### src/rtl/hyperbus_resp_phy.sv
// Device-side HyperBus responder PHY: CA decode, latency counting, linear/wrapped bursts,
// bridged to a req/gnt + rvalid memory port. Link side is one 16-bit word per ck_valid_i.
module hyperbus_resp_phy #(
    parameter int unsigned AddrWidth = 32,
    parameter int unsigned LatCycles = 6,
    parameter int unsigned WrapWords = 16,
    parameter int unsigned FifoDepth = 4,
    parameter logic [15:0] RegValue  = 16'h8F1F
) (
    input  logic                 clk_i,
    input  logic                 rst_ni,
    input  logic                 cs_ni,
    input  logic                 ck_valid_i,
    input  logic [15:0]          dq_i,
    input  logic [1:0]           rwds_i,
    input  logic                 add_lat_i,
    output logic [15:0]          dq_o,
    output logic                 dq_oe_o,
    output logic                 dq_valid_o,
    output logic                 rwds_o,
    output logic                 rwds_oe_o,
    output logic                 mem_req_o,
    input  logic                 mem_gnt_i,
    output logic                 mem_we_o,
    output logic [AddrWidth-1:0] mem_addr_o,
    output logic [15:0]          mem_wdata_o,
    output logic [1:0]           mem_be_o,
    input  logic                 mem_rvalid_i,
    input  logic [15:0]          mem_rdata_i,
    output logic                 reg_wr_o,
    output logic [15:0]          reg_wdata_o,
    output logic                 error_o
);

    localparam int unsigned PtrW = $clog2(FifoDepth);
    localparam int unsigned CntW = PtrW + 1;
    localparam int unsigned LatW = $clog2(2 * LatCycles + 1);
    localparam logic [AddrWidth-1:0] WrapMask = AddrWidth'(WrapWords - 1);

    typedef enum logic [2:0] {StIdle, StCa, StLatency, StWrite, StRead, StDrain} state_e;

    state_e               state_q;
    logic [31:0]          ca_q;
    logic [1:0]           ca_cnt_q;
    logic [LatW-1:0]      lat_q;
    logic                 is_rd_q, is_reg_q, is_lin_q;
    logic                 wr_mode_q, rd_active_q, dq_oe_q, rwds_oe_q;
    logic [AddrWidth-1:0] addr_q, rd_addr_q;

    // Write buffer: {addr, data, byte enables}
    logic [AddrWidth-1:0] wf_addr [FifoDepth];
    logic [15:0]          wf_data [FifoDepth];
    logic [1:0]           wf_be   [FifoDepth];
    logic [PtrW-1:0]      wf_wptr_q, wf_rptr_q;
    logic [CntW-1:0]      wf_cnt_q;

    // Read prefetch buffer and count of granted-but-unreturned reads
    logic [15:0]          rf_data [FifoDepth];
    logic [PtrW-1:0]      rf_wptr_q, rf_rptr_q;
    logic [CntW-1:0]      rf_cnt_q;
    logic [CntW-1:0]      os_cnt_q;

    logic [47:0]          ca_full;
    logic [31:0]          ca_addr32;
    logic [AddrWidth-1:0] ca_addr;
    logic                 leave, wf_push, wf_drop, wf_pop, rd_fire, rf_push, rf_pop, os_dec;
    logic                 wf_head_vld, rd_credit;

    function automatic logic [AddrWidth-1:0] next_addr(input logic [AddrWidth-1:0] a,
                                                       input logic lin);
        logic [AddrWidth-1:0] inc;
        inc = a + AddrWidth'(1);
        if (lin) return inc;
        return (a & ~WrapMask) | (inc & WrapMask);
    endfunction

    assign ca_full   = {ca_q, dq_i};
    assign ca_addr32 = {ca_full[44:16], ca_full[2:0]};
    assign ca_addr   = AddrWidth'(ca_addr32);

    assign wf_head_vld = wr_mode_q && (wf_cnt_q != '0);
    assign rd_credit   = ({1'b0, os_cnt_q} + {1'b0, rf_cnt_q}) < (CntW + 1)'(FifoDepth);
    assign mem_req_o   = wr_mode_q ? (wf_cnt_q != '0) : (rd_active_q && rd_credit);
    assign mem_we_o    = wr_mode_q;
    assign mem_addr_o  = wf_head_vld ? wf_addr[wf_rptr_q] : rd_addr_q;
    assign mem_wdata_o = wf_head_vld ? wf_data[wf_rptr_q] : 16'h0000;
    assign mem_be_o    = wf_head_vld ? wf_be[wf_rptr_q] : 2'b00;

    // Output enables drop combinationally so the bus is released in the cycle CS rises
    assign dq_oe_o   = dq_oe_q & ~cs_ni;
    assign rwds_oe_o = rwds_oe_q & ~cs_ni;

    // Per-cycle FIFO and handshake strobes
    always_comb begin
        leave   = cs_ni && (state_q inside {StCa, StLatency, StWrite, StRead});
        wf_push = (state_q == StWrite) && ck_valid_i && !is_reg_q &&
                  (wf_cnt_q != CntW'(FifoDepth));
        wf_drop = (state_q == StWrite) && ck_valid_i && !is_reg_q &&
                  (wf_cnt_q == CntW'(FifoDepth));
        wf_pop  = mem_req_o && mem_gnt_i && wr_mode_q;
        rd_fire = mem_req_o && mem_gnt_i && !wr_mode_q;
        os_dec  = mem_rvalid_i && (os_cnt_q != '0);
        // Late rvalids while draining are counted off but never stored
        rf_push = os_dec && !leave && (state_q inside {StLatency, StRead});
        rf_pop  = (state_q == StRead) && ck_valid_i && !is_reg_q && (rf_cnt_q != '0);
    end

    // Access FSM with registered link-side outputs
    always_ff @(posedge clk_i) begin
        if (!rst_ni) begin
            state_q     <= StIdle;
            ca_q        <= '0;
            ca_cnt_q    <= '0;
            lat_q       <= '0;
            is_rd_q     <= 1'b0;
            is_reg_q    <= 1'b0;
            is_lin_q    <= 1'b0;
            wr_mode_q   <= 1'b0;
            rd_active_q <= 1'b0;
            dq_oe_q     <= 1'b0;
            rwds_oe_q   <= 1'b0;
            rwds_o      <= 1'b0;
            addr_q      <= '0;
            rd_addr_q   <= '0;
            dq_o        <= '0;
            dq_valid_o  <= 1'b0;
            reg_wr_o    <= 1'b0;
            reg_wdata_o <= '0;
            error_o     <= 1'b0;
        end else begin
            dq_valid_o <= 1'b0;
            reg_wr_o   <= 1'b0;
            if (wf_drop) error_o <= 1'b1;
            if (rd_fire) rd_addr_q <= next_addr(rd_addr_q, is_lin_q);

            unique case (state_q)
                StIdle: begin
                    if (!cs_ni) begin
                        state_q   <= StCa;
                        ca_cnt_q  <= '0;
                        rwds_o    <= add_lat_i;
                        rwds_oe_q <= 1'b1;
                    end
                end
                StCa: begin
                    if (ck_valid_i) begin
                        ca_q     <= ca_full[31:0];
                        ca_cnt_q <= ca_cnt_q + 2'd1;
                        if (ca_cnt_q == 2'd2) begin
                            is_rd_q  <= ca_full[47];
                            is_reg_q <= ca_full[46];
                            is_lin_q <= ca_full[45];
                            addr_q   <= ca_addr;
                            lat_q    <= rwds_o ? LatW'(2 * LatCycles) : LatW'(LatCycles);
                            if (ca_full[46] && !ca_full[47]) begin
                                state_q <= StWrite;
                            end else begin
                                state_q <= StLatency;
                                if (ca_full[47] && !ca_full[46]) begin
                                    rd_active_q <= 1'b1;
                                    rd_addr_q   <= ca_addr;
                                end
                                if (!ca_full[47] && !ca_full[46]) wr_mode_q <= 1'b1;
                            end
                        end
                    end
                end
                StLatency: begin
                    if (ck_valid_i) begin
                        if (lat_q == LatW'(1)) begin
                            state_q <= is_rd_q ? StRead : StWrite;
                            if (is_rd_q) dq_oe_q <= 1'b1;
                        end else begin
                            lat_q <= lat_q - LatW'(1);
                        end
                    end
                end
                StWrite: begin
                    if (ck_valid_i) begin
                        addr_q <= next_addr(addr_q, is_lin_q);
                        if (is_reg_q) begin
                            reg_wr_o    <= 1'b1;
                            reg_wdata_o <= dq_i;
                        end
                    end
                end
                StRead: begin
                    if (ck_valid_i) begin
                        // Empty FIFO leaves dq_valid_o low: the controller sees an RWDS stall
                        if (is_reg_q) begin
                            dq_o       <= RegValue;
                            dq_valid_o <= 1'b1;
                        end else if (rf_cnt_q != '0) begin
                            dq_o       <= rf_data[rf_rptr_q];
                            dq_valid_o <= 1'b1;
                        end
                    end
                end
                StDrain: begin
                    if ((os_cnt_q == '0) && (wf_cnt_q == '0)) begin
                        state_q   <= StIdle;
                        wr_mode_q <= 1'b0;
                        rwds_o    <= 1'b0;
                    end
                end
                default: state_q <= StIdle;
            endcase

            // CS deassertion overrides; a word arriving in the same cycle was handled above
            if (leave) begin
                state_q     <= StDrain;
                rd_active_q <= 1'b0;
                dq_oe_q     <= 1'b0;
                rwds_oe_q   <= 1'b0;
            end
        end
    end

    // FIFO pointers, occupancies and outstanding-read count
    always_ff @(posedge clk_i) begin
        if (!rst_ni) begin
            wf_wptr_q <= '0;
            wf_rptr_q <= '0;
            wf_cnt_q  <= '0;
            rf_wptr_q <= '0;
            rf_rptr_q <= '0;
            rf_cnt_q  <= '0;
            os_cnt_q  <= '0;
        end else begin
            if (wf_push) wf_wptr_q <= wf_wptr_q + PtrW'(1);
            if (wf_pop)  wf_rptr_q <= wf_rptr_q + PtrW'(1);
            wf_cnt_q <= wf_cnt_q + CntW'(wf_push) - CntW'(wf_pop);
            os_cnt_q <= os_cnt_q + CntW'(rd_fire) - CntW'(os_dec);
            if (leave) begin
                rf_wptr_q <= '0;
                rf_rptr_q <= '0;
                rf_cnt_q  <= '0;
            end else begin
                if (rf_push) rf_wptr_q <= rf_wptr_q + PtrW'(1);
                if (rf_pop)  rf_rptr_q <= rf_rptr_q + PtrW'(1);
                rf_cnt_q <= rf_cnt_q + CntW'(rf_push) - CntW'(rf_pop);
            end
        end
    end

    // FIFO storage; validity is tracked entirely by the pointers above
    always_ff @(posedge clk_i) begin
        if (wf_push) begin
            wf_addr[wf_wptr_q] <= addr_q;
            wf_data[wf_wptr_q] <= dq_i;
            wf_be[wf_wptr_q]   <= ~rwds_i;
        end
        if (rf_push) rf_data[rf_wptr_q] <= mem_rdata_i;
    end

endmodule

### config.mk
export PLATFORM = sky130hd
export DESIGN_NAME = hyperbus_resp_phy
export DESIGN_NICKNAME = d
export VERILOG_FILES = /design/src/rtl/hyperbus_resp_phy.sv
export SDC_FILE = /design/constraint.sdc
export NUM_CORES = 1
export LEC_CHECK = 0
export ABC_AREA = 0
export CELL_PAD_IN_SITES_DETAIL_PLACEMENT = 1
export CELL_PAD_IN_SITES_GLOBAL_PLACEMENT = 1
export CORE_MARGIN = 2
export CORE_UTILIZATION = 30
export CTS_BUF_LIST = sky130_fd_sc_hd__clkbuf_4
export DETAILED_ROUTE_END_ITERATION = 7
export MAX_ROUTING_LAYER = met4
export PLACE_DENSITY_LB_ADDON = 0.25
export SLEW_MARGIN = 20
export SYNTH_ARGS = -nofsm -noshare
export SYNTH_HDL_FRONTEND = slang
export SYNTH_SLANG_ARGS = --single-unit
### constraint.sdc
create_clock -name clk_i -period 3.7 [get_ports clk_i]
set_input_delay 0.74 -clock clk_i [delete_from_list [all_inputs] [get_ports clk_i]]
set_output_delay 0.74 -clock clk_i [all_outputs]
set_load 0.02 [all_outputs]
-- Word-level counts from Yosys, hierarchy flattened
Memory sizes are Yosys's and may differ from the RTL's. A register that Yosys moved wholly into a read port is not among the register bits.
Index checks and enable logic that the tools add are counted.
Widths: inputs -> output; s select.
- word-level logic and storage cells: 207
- input bits: 41
- flip-flop bits (word level): 165
- memories: 4
- RAM bits: 264
- reductions and logical operators: 57
- magnitude comparators: 1
- muxes and demuxes: 68
- bitwise logic cells: 9
- $add $sub $neg: 15
- equality and inequality tests: 26
- memories (name ; depth ; width ; rd ports ; clocked after memory_dff ; write ports ; line ; RTL):
    wf_addr ; 4 ; 32 ; 1 ; 1 ; 1 ; 51 ; logic [AddrWidth-1:0] wf_addr [FifoDepth];
    rf_data ; 4 ; 16 ; 1 ; 1 ; 1 ; 58 ; logic [15:0] rf_data [FifoDepth];
    wf_data ; 4 ; 16 ; 1 ; 1 ; 1 ; 52 ; logic [15:0] wf_data [FifoDepth];
    wf_be ; 4 ; 2 ; 1 ; 1 ; 1 ; 53 ; logic [1:0] wf_be [FifoDepth];
- operators by type and width (kind ; number):
    $mux 32 ; 14
    $add 32x1->32 const B ; 2
    $or 32x4->32 ; 2
    $pmux 32 s2 ; 1
    $mux 16 ; 3
    $mux 3 ; 8
    $mux 2 ; 11
    $mux 1 ; 21
    $reduce_and 3->1 ; 7
    $logic_and 1x1->1 ; 20
    $mux 4 ; 5
    $ne 3x3->1 const B ; 5
    $pmux 3 s5 ; 1
    $ne 2x2->1 const B ; 7
    $reduce_and 7->1 ; 2
    $reduce_bool 2->1 ; 7
    $add 2x1->2 const B ; 5
    $reduce_and 5->1 ; 2
    $add 3x1->3 ; 3
    $eq 3x3->1 const B ; 3
    $logic_not 3->1 ; 3
    $reduce_bool 3->1 ; 3
    $sub 3x1->3 ; 3
    $ne 2x1->1 const B ; 4
    20 further kinds ; 34

-- Logic depth before layout (Yosys ltp)
Gate-level depths: netlist (run 1).
- word-level depth: 15
- depth in mapped cells: 14
- gate-level depth less buffers: 12

-- Worst setup path before layout (run 1)
OpenSTA, ideal clock, no wires.
- kind: input-to-reg
- start point: input ck_valid_i
- end point: memory wf_addr[1][0], enable pin
- slack: 0.419 ns
- stages: 5
- library setup time: 0.413 ns
- required time: 3.287 ns
- arrival time: 2.869 ns
- path buffers: 1
- cell sequence: clkbuf_1 > nor2b_1 > nand2_1 > a21oi_1 > and2_1
- longest elaborated chain between the ends: 5
- RTL lines (element ; line ; RTL):
    from (decl) ; 13 ; input logic ck_valid_i,
    $logic_and 1x1->1 (3 in a row) ; 96 ; wf_push = (state_q == StWrite) && ck_valid_i && !is_reg_q &&
    $mux 1 ; 248 ; if (wf_push) begin
    $mux 1 (not written as such) ; 249 ; wf_addr[wf_wptr_q] <= addr_q;
    to (decl) ; 51 ;
Every way passes these cells.

==> results.ini, run 1 <==
[pwr]
ir_worst_vdd_uv = 211.3
power_density_nw_per_um2 = 456.7
leakagePower_nw = 7.789

[sta]
rsz0062_at_grt = false
skew_ns = 0.07650
slew_headroom_pct = 39.79
tns_ns = 0
worst_slew_pin_slew_ns = 0.9019
slew_violations = 0
fin_crit_sh_pct = 94.81
max_freq_ghz = 0.2851
setup_viol_count_final = 0
fin_crit_ns = 3.508
hold_viol_final = 0

[critical_path]
worstPathMaxFanout = 21
path_depth = 4
r2r-start = mem_we_o
crit_required_ns = 2.96
path_buf_inv = 2
endpoint_kind = output port
cp.arrival_ns = 2.77
path_cells = buf_12, mux4_2, and3_1, clkdlybuf4s50_1
path_class = register to output port
rrSetupSlack_ns = 0.92
r2r-end = rd_addr_q[31]
slowest_stage = clkdlybuf4s50_1
cp_top_family = buffers and inverters
endpoint = mem_wdata_o[1]
reg2regPathDepth = 8
start_kind = register
critical_path.max_stage_delay_ns = 0.54

[floorplan]
core_sq_um = 60250
num_io_pins = 131
die_area_sq_um = 62870
initial_utilization_pct = 30.31
rows = 90
die_w_microns = 250.7
die_y_microns = 250.7

[global_routing]
grt_pass1_vias = 13660
overflow = 0
grt_util_all_layers_pct = 18.14
antenna_found_initial = 4
grt_max_degree = 60
grt_pass1_wl_mm = 83.90

[yosys]
ys_seq_elements = 433
ys_types = 71
synth_flop_cell = edfxtp_1
netlist_area_sq_um = 18260
synthTopCellsByArea = edfxtp_1 43%, dfxtp_1 19%, mux4_2 8.1%
avgSynthCellArea_sq_um = 12.57
yosys_warnings = 0
synth_edf_count = 264
ys_seq_area_share_pct = 61.93
yosysTopAreaCellShare_pct = 43.41
syn_inst = 1453
syn_nets = 1518
synth_top_area_cell = edfxtp_1
synth_common_cells = 264 x edfxtp_1, 169 x dfxtp_1, 165 x nand2_1
ys_async_sr_fraction_pct = 0
yosysMostFrequentCell = edfxtp_1

[min_path]
min_path_type = input pin to register
hold_path.startpoint = rst_ni

[final_layout]
fillers = 6466
nets = 1738
fin_area_sq_um = 22350
postLayoutCoreUtil_pct = 37.10
area_growth_pct = 22.38
layout-drive-gt1-share_pct = 20.89

[route]
first_pass_iters = 4
drt_first_iter_violations = 576
wirelength_mm = 54.83
vias = 12990
wire_per_inst_microns = 21.41
drc = 0
final_antenna_net_count = 0
vias_per_cell = 5.074

[clock_tree]
cts_buffers = 117
clk_latency_ns = 0.87
cts_max_level = 3
clkTransAtPathRegs_ns = 0.07
clock-sinks = 433
ctsLongestPathBuffers = 3
clk_root_buffer_cell = clkbuf_4
cts_tree = done

[placement]
dp_hpwl_mm = 35.72
place_area_sq_um = 20700
portBuffers = 130
gp_congestion = 0.7984

[flow_run]
cap_violations = 0

[status]
status = finished clean

==> placed cells by master, fill, tap and decap left out, types with 35 or more instances in the layout <==
cell             count
nand3_1             44
clkdlybuf4s50_1     85
mux4_2              66
clkinv_1            35
nor2_1              94
a21oi_1             94
dfxtp_1            167
nand2_1            165
edfxtp_1           264
clkbuf_4           179
buf_4               48
o21ai_0             59
==> where the power goes <==
group          switching (mW)  total (mW)  leakage, nW  internal (mW)
registers              0.0835        5.24         3.72           5.16
logic                   0.369       0.605         3.15          0.236
clock network            2.07        4.36        0.922           2.29
total                    2.53        10.2         7.79           7.68
==> repair_timing <==
item	4_1_cts	5_1_grt
endpoints found under the hold margin	0	0
setup buffers	7	0
endpoints found under the setup margin	49	15
hold buffers	0	0
cloned	1	0
pin swaps	1	0
gates resized for setup	39	12
==> worst min path at each step <==
stage | slack (ns) | endpoint | cells past startpoint
after floorplan | 0.43 | rwds_oe_q | 2
after detailed placement | 0.45 | reg_wdata_o[8] | 2
final | 0.45 | addr_q[9] | 3
after global routing | 0.40 | ca_q[19] | 3
after global placement | 0.44 | reg_wdata_o[13] | 2
after CTS | 0.38 | dq_o[8] | 3
==> flip-flops by register name (all words and copies together), names as in the netlist, 8 cells and up, named ones only <==
register,cells
rf_data,64
addr_q,32
wf_be,8
wf_data,64
wf_addr,128
dq_o,16
ca_q,32
reg_wdata_o,16
rd_addr_q,32
==> worst register-to-register path, delay by kind of cell, from the launching register on <==
kind | cells | cell delay [ns]
DFF | 1 | 0.40
and+or+nand+nor | 4 | 1.65
buffers and inverters | 3 | 0.52
AOI/OAI and AO/OA | 1 | 0.17
==> area by class of cell <==
class                   instances  area (sq um)  area share (%)
flip-flops and latches        433         11320           50.63
multi-input cells             901          6526           29.20
repair buffers                189          1841           8.235
clock buffers                 179          1344           6.012
well taps                     782         978.4           4.378
clock inverters                43         219.0          0.9797
inverters                      31         118.9          0.5318
diodes                          3         7.507         0.03359
==> logic make-up (layout without fill, tap and decap cells) <==
| family | Yosys count | in the layout | share of synthesized area (%) |
|---|---|---|---|
| AO/OA/AOI/OAI | 258 | 258 | 8.619 |
| XOR/XNOR | 31 | 31 | 1.487 |
| adder cells (fa/ha/maj) | 24 | 24 | 1.768 |
| buffers and inverters | 120 | 442 | 2.555 |
| flip-flops | 433 | 433 | 61.93 |
| multiplexers | 112 | 112 | 10.86 |
| other | 0 | 3 | 0 |
| AND/OR/NAND/NOR | 475 | 476 | 12.78 |
==> stage by stage <==
| step | power, mW | hold WS (ns) | worst slack (ns) | instances |
|---|---|---|---|---|
| 2_1_floorplan | 5.687 | 0.4323 | 0.4187 | 1453 |
| 3_3_place_gp | 5.938 | 0.4415 | 0.4856 | 2328 |
| 3_5_place_dp | 5.957 | 0.4538 | 0.3947 | 2328 |
| 4_1_cts | 10.37 | 0.3787 | 0.008926 | 2558 |
| 5_1_grt | 10.69 | 0.3969 | 0.01491 | 2561 |
| 6_report | 10.21 | 0.4455 | 0.1922 | 2561 |
==> layer usage <==
layer / global-route usage (%) / vias to the layer above / part of all wire (%)
li1: - / 5994 / -
met5: - / - / 0
met4: 5.902 / 0 / 2.3
met3: 4.038 / 73 / 4.3
met2: 29.10 / 275 / 48
met1: 22.80 / 6652 / 45
No activity file was read; power rests on OpenSTA's default activity.
==> inputs of run 2 (changes only) <==
CORE_ASPECT_RATIO = 1.25   (was default)
TNS_END_PERCENT = 10   (was default)
==> run 2 against run 1 <==
Net effect: routed wire length grew 1.4%; non-clock buffer count shrank 8; total power shrank 2.6%; final cell count shrank 1.3%; register-to-register slack lost 0.13 ns; die area is essentially flat; utilization shrank 0.53 points; first-iteration DRC count grew 24%; worst hold slack gained 0.017 ns; combinational power shrank 3.5%; worst setup slack lost 0.047 ns; fmax shrank 1.3%.
==> results.ini, run 2 (synthesis gave the netlist of run 1 again) <==
[sta]
hold_viol_final = 0
tns_ns = 0
fin_crit_ns = 3.554
slew_violations = 0
rsz0062_at_grt = false
layout_setup_ws_ns = 0.1455
slew_headroom_pct = 26.72
skew_ns = 0.09673
fin_crit_sh_pct = 96.07
holdWs_ns = 0.4629
max_freq_ghz = 0.2813
setup_viol_count_final = 0
worst_slew_pin_slew_ns = 1.095

[pwr]
internal-power_mw = 7.458
sw_frac_of_total_pct = 24.96
clkPwrFrac_pct = 41.2
ir_worst_vdd_uv = 284.0
power.switching_mw = 2.481
leakagePower_nw = 7.548
pwr-share-seq_pct = 52.9
power_frac_comb_pct = 5.9
power_density_nw_per_um2 = 449.0
power.total_mw = 9.939

[final_layout]
regArea_sq_um = 11320
mostFrequentLayoutCells = 264 x edfxtp_1, 166 x dfxtp_1, 166 x clkbuf_4, 165 x nand2_1, 96 x clkdlybuf4s50_1
top_regs = wf_addr: 128 flops, rf_data: 64 flops, wf_data: 64 flops
fin_area_sq_um = 22140
fillers = 6533
multi_input_area_sq_um = 6535
stdcell_count = 2528
nets = 1723
mostFrequentLayoutCell = edfxtp_1
largest-register = wf_addr
largest_reg_flops = 128
postLayoutCoreUtil_pct = 36.57
area_growth_pct = 21.20
layout-drive-gt1-share_pct = 20.41

[global_routing]
grt_util_all_layers_pct = 18.52
antenna_found_initial = 2
grt_pass1_wl_mm = 85.63
grt_max_degree = 60
overflow = 0
grt_pass1_vias = 13970

[placement]
place_area_sq_um = 20650
dp_cells = 2314
dp_hpwl_mm = 36.48
portBuffers = 130
gp_congestion = 0.8115
pre_cts_slack_ns = 0.3957

[route]
drc = 0
wirelength_mm = 55.62
final_antenna_net_count = 0
first_pass_iters = 7
wire_per_inst_microns = 22.00
vias = 12870
drt_first_iter_violations = 716
vias_per_cell = 5.090

[critical_path]
start_kind = register
crit_required_ns = 2.96
cp.arrival_ns = 2.81
worstPathMaxFanout = 7
endpoint_kind = output port
path_class = register to output port

[floorplan]
rows = 101
die_area_sq_um = 62880
core_sq_um = 60530
initial_utilization_pct = 30.17
num_io_pins = 131
die_w_microns = 224.7
die_y_microns = 279.9

[clock_tree]
ctsLongestPathBuffers = 3
clk_root_buffer_cell = clkbuf_4
cts_buffers = 109
cts_tree = done
clk_latency_ns = 0.89
clock-sinks = 433
cts_max_level = 3
clkTransAtPathRegs_ns = 0.06

[min_path]
min_path_type = register to register

[status]
status = finished clean

[flow_run]
cap_violations = 0

run 2: cell count changes in the layout (fill, tap and decap cells not counted), sizes merged:
| cell | previous run | this run |
|---|---|---|
| clkinv | 41 | 38 |
| clkbuf | 179 | 166 |
| clkdlybuf4s50 | 85 | 96 |
| buf | 60 | 53 |
| diode | 3 | 2 |
| bufinv | 1 | 0 |
| dlymetal6s2s | 11 | 5 |
| and2 | 21 | 22 |
| dlygate4sd2 | 33 | 27 |
| inv | 31 | 33 |
run 2: per-layer routing:
metal  global-route usage [%]  part of all wire (%)  routed length, microns
met1                    20.66                    40                   22120
met2                    32.50                    52                   29190
met3                    4.154                   5.5                    3075
met4                    6.504                   2.2                    1238
met5                        -                     0                       0
run 2: repair_timing:
| item | CTS | global route |
|---|---|---|
| pin swaps | 2 | 0 |
| setup endpoints to repair | 51 | 5 |
| hold buffers | 0 | 0 |
| gates resized for setup | 35 | 6 |
| gates cloned | 2 | 0 |
| setup buffers | 3 | 0 |
run 2: layout make-up:
cell class | count | share of cell area [%]
antenna | 2 | 0.02261
clock buffer | 166 | 5.630
clock inverter | 41 | 0.8422
inverter | 31 | 0.5370
multi-input combinational | 902 | 29.52
sequential | 433 | 51.14
tap | 772 | 4.364
timing repair buffer | 181 | 7.942
run 2: power groups by stage:
stage / Clock [mW] / Combinational (mW) / Sequential, mW
detailed placement: 0 / 0.592 / 5.37
finish: 4.10 / 0.584 / 5.26
global route: 4.52 / 0.656 / 5.27
global placement: 0 / 0.576 / 5.36
floorplan: 0 / 0.378 / 5.31
CTS: 4.29 / 0.595 / 5.26
run 2: worst max-delay path: stages (launching register included):
cell	delay [ns]
dfxtp_4	0.42
buf_6	0.20
mux4_2	0.52
mux2_2	0.27
clkdlybuf4s50_1	0.54
run 2: path summary, 6_finish.rpt:
| path | start | to | slack, ns | cells past startpoint |
|---|---|---|---|---|
| setup / recovery | register | mem_addr_o[25] | 0.15 | 4 |
| hold / removal | reg_wdata_o[0] | reg_wdata_o[0] | 0.46 | 2 |
| hold reg to reg | reg_wdata_o[0] | reg_wdata_o[0] | 0.46 | 2 |
| setup reg to reg | wf_cnt_q[1] | wf_cnt_q[2] | 0.79 | 12 |
==> inputs of run 3 (changes only) <==
CTS_BUF_LIST = default   (was sky130_fd_sc_hd__clkbuf_4)
==> run 3 against run 2 <==
Net effect: worst setup slack better by 0.046 ns; sequential cell count stayed put; sequential power hardly changed; critical path depth stayed put; die area stayed put; combinational power is 0.7% higher; final cell count is 5.0% lower; clock skew is 0.069 ns lower; register-to-register slack better by 0.10 ns; fmax is 1.3% higher; design area is 0.53% higher.
==> results.ini, run 3 (synthesis gave the netlist of run 1 again) <==
[route]
drc = 0
first_pass_iters = 4
vias_per_cell = 5.161
wire_per_inst_microns = 22.51
wirelength_mm = 54.08
final_antenna_net_count = 0
vias = 12400
drt_first_iter_violations = 669

[floorplan]
initial_utilization_pct = 30.17
rows = 101
die_w_microns = 224.7
die_y_microns = 279.9
core_sq_um = 60530
die_area_sq_um = 62880
num_io_pins = 131

[critical_path]
reg2regPathDepth = 11
r2r-end = wf_cnt_q[2]
r2r-start = wf_cnt_q[0]
rrSetupSlack_ns = 0.89
endpoint_kind = output port
path_class = register to output port
cp.arrival_ns = 2.77
start_kind = register
worstPathMaxFanout = 16
crit_required_ns = 2.96

[global_routing]
overflow = 0
busiest_layer = met2
grt_pass1_vias = 13290
gr-usage-met2_pct = 31.42
grt_pass1_wl_mm = 83.03
use_met1_pct = 20.59
antenna_found_initial = 1
grt_util_all_layers_pct = 17.88
grtUsageMet3_pct = 3.304
grt_max_degree = 60

[placement]
portBuffers = 130
gp_congestion = 0.8115
dp_hpwl_mm = 36.48

[sta]
slew_headroom_pct = 25.38
fin_crit_ns = 3.509
rsz0062_at_grt = false
skew_ns = 0.02784
slew_violations = 0
max_freq_ghz = 0.2850
fin_crit_sh_pct = 94.83
setup_viol_count_final = 0
worst_slew_pin_slew_ns = 1.115
hold_viol_final = 0
holdWs_ns = 0.4610
tns_ns = 0

[pwr]
ir_worst_vdd_uv = 383.4
power_density_nw_per_um2 = 479.4
leakagePower_nw = 7.207

[status]
status = finished clean

[clock_tree]
cts.hold.buffers_added = 0
cts_tree = done
clock-sinks = 433
clk_root_buffer_cell = clkbuf_16
cts_max_level = 2
clk_latency_ns = 0.59
clkTransAtPathRegs_ns = 0.06
ctsLongestPathBuffers = 3
cts_buffers = 46

[final_layout]
layout-drive-gt1-share_pct = 14.98
mostFrequentLayoutCells = 264 x edfxtp_1, 167 x dfxtp_1, 165 x nand2_1, 128 x clkdlybuf4s50_1
area_growth_pct = 21.85
largest_reg_flops = 128
nets = 1656
largest-register = wf_addr
fillers = 6421
mostFrequentLayoutCell = edfxtp_1
top_regs = wf_addr: 128 flops, rf_data: 64 flops, wf_data: 64 flops

[min_path]
min_to = reg_wdata_o[5]
hold_path.startpoint = reg_wdata_o[5]
min_path_type = register to register
holdPathStages = 2

[flow_run]
cap_violations = 0

-- run 3: cell types whose count changed in the layout (fill, tap and decap cells not counted), sizes merged --
| cell | previous run | this run |
|---|---|---|
| dlymetal6s2s | 5 | 0 |
| bufinv | 0 | 6 |
| dlygate4sd2 | 27 | 0 |
| inv | 33 | 31 |
| clkinvlp | 1 | 3 |
| diode | 2 | 1 |
| buf | 53 | 51 |
| clkinv | 38 | 17 |
| and2 | 22 | 20 |
| clkdlybuf4s50 | 96 | 128 |
| clkbuf | 166 | 60 |
-- run 3: how the worst max path moves through the flow --
stage                          to  slack (ns)
finish              mem_addr_o[3]        0.19
global route        mem_addr_o[2]        0.06
CTS                 mem_addr_o[2]        0.02
detailed placement    wf_cnt_q[2]        0.40
global placement      wf_cnt_q[2]        0.43
floorplan           wf_addr[1][0]        0.42
-- run 3: power breakdown --
part	switching [mW]	internal, mW	total (mW)
Sequential	0.100	5.16	5.26
Clock	2.00	2.82	4.82
Combinational	0.356	0.232	0.588
Total	2.45	8.22	10.7
-- run 3: layout make-up --
cell class,count,area [sq um],area share (%)
Clock inverter,26,335.3,1.507
Antenna cell,1,2.502,0.01125
Clock buffer,60,1245,5.595
Multi-Input combinational cell,900,6513,29.27
Sequential cell,433,11320,50.85
Inverter,31,118.9,0.5342
Tap cell,772,965.9,4.341
Timing Repair Buffer,179,1757,7.894
-- run 3: timing repair --
action,CTS,global route
setup endpoints to repair,32,5
buffers inserted,0,1
resized for setup,1,1
-- run 3: per-layer routing --
layer / wire [microns] / vias up
li1: - / 5742
met4: 1464 / 0
met5: 0 / -
met1: 21980 / 6323
met2: 28260 / 247
met3: 2374 / 85
-- run 3: through the flow --
| stage | setup slack (ns) | area (sq um) | utilization (%) | cells | power, mW |
|---|---|---|---|---|---|
| 6_report | 0.1913 | 22250 | 36.76 | 2402 | 10.67 |
| 3_5_place_dp | 0.3957 | 20650 | 34.12 | 2314 | 5.958 |
| 5_1_grt | 0.06275 | 22250 | 36.76 | 2402 | 11.06 |
| 4_1_cts | 0.01618 | 22240 | 36.73 | 2400 | 10.82 |
| 2_1_floorplan | 0.4187 | 18260 | - | 1453 | 5.687 |
| 3_3_place_gp | 0.4284 | 20650 | 34.12 | 2314 | 5.941 |
-- run 3: worst max-delay path, cell delays in order, from the launching register on --
cell	delay [ns]
dfxtp_2	0.64
buf_4	0.30
mux4_2	0.40
mux2_2	0.29
clkdlybuf4s50_1	0.53
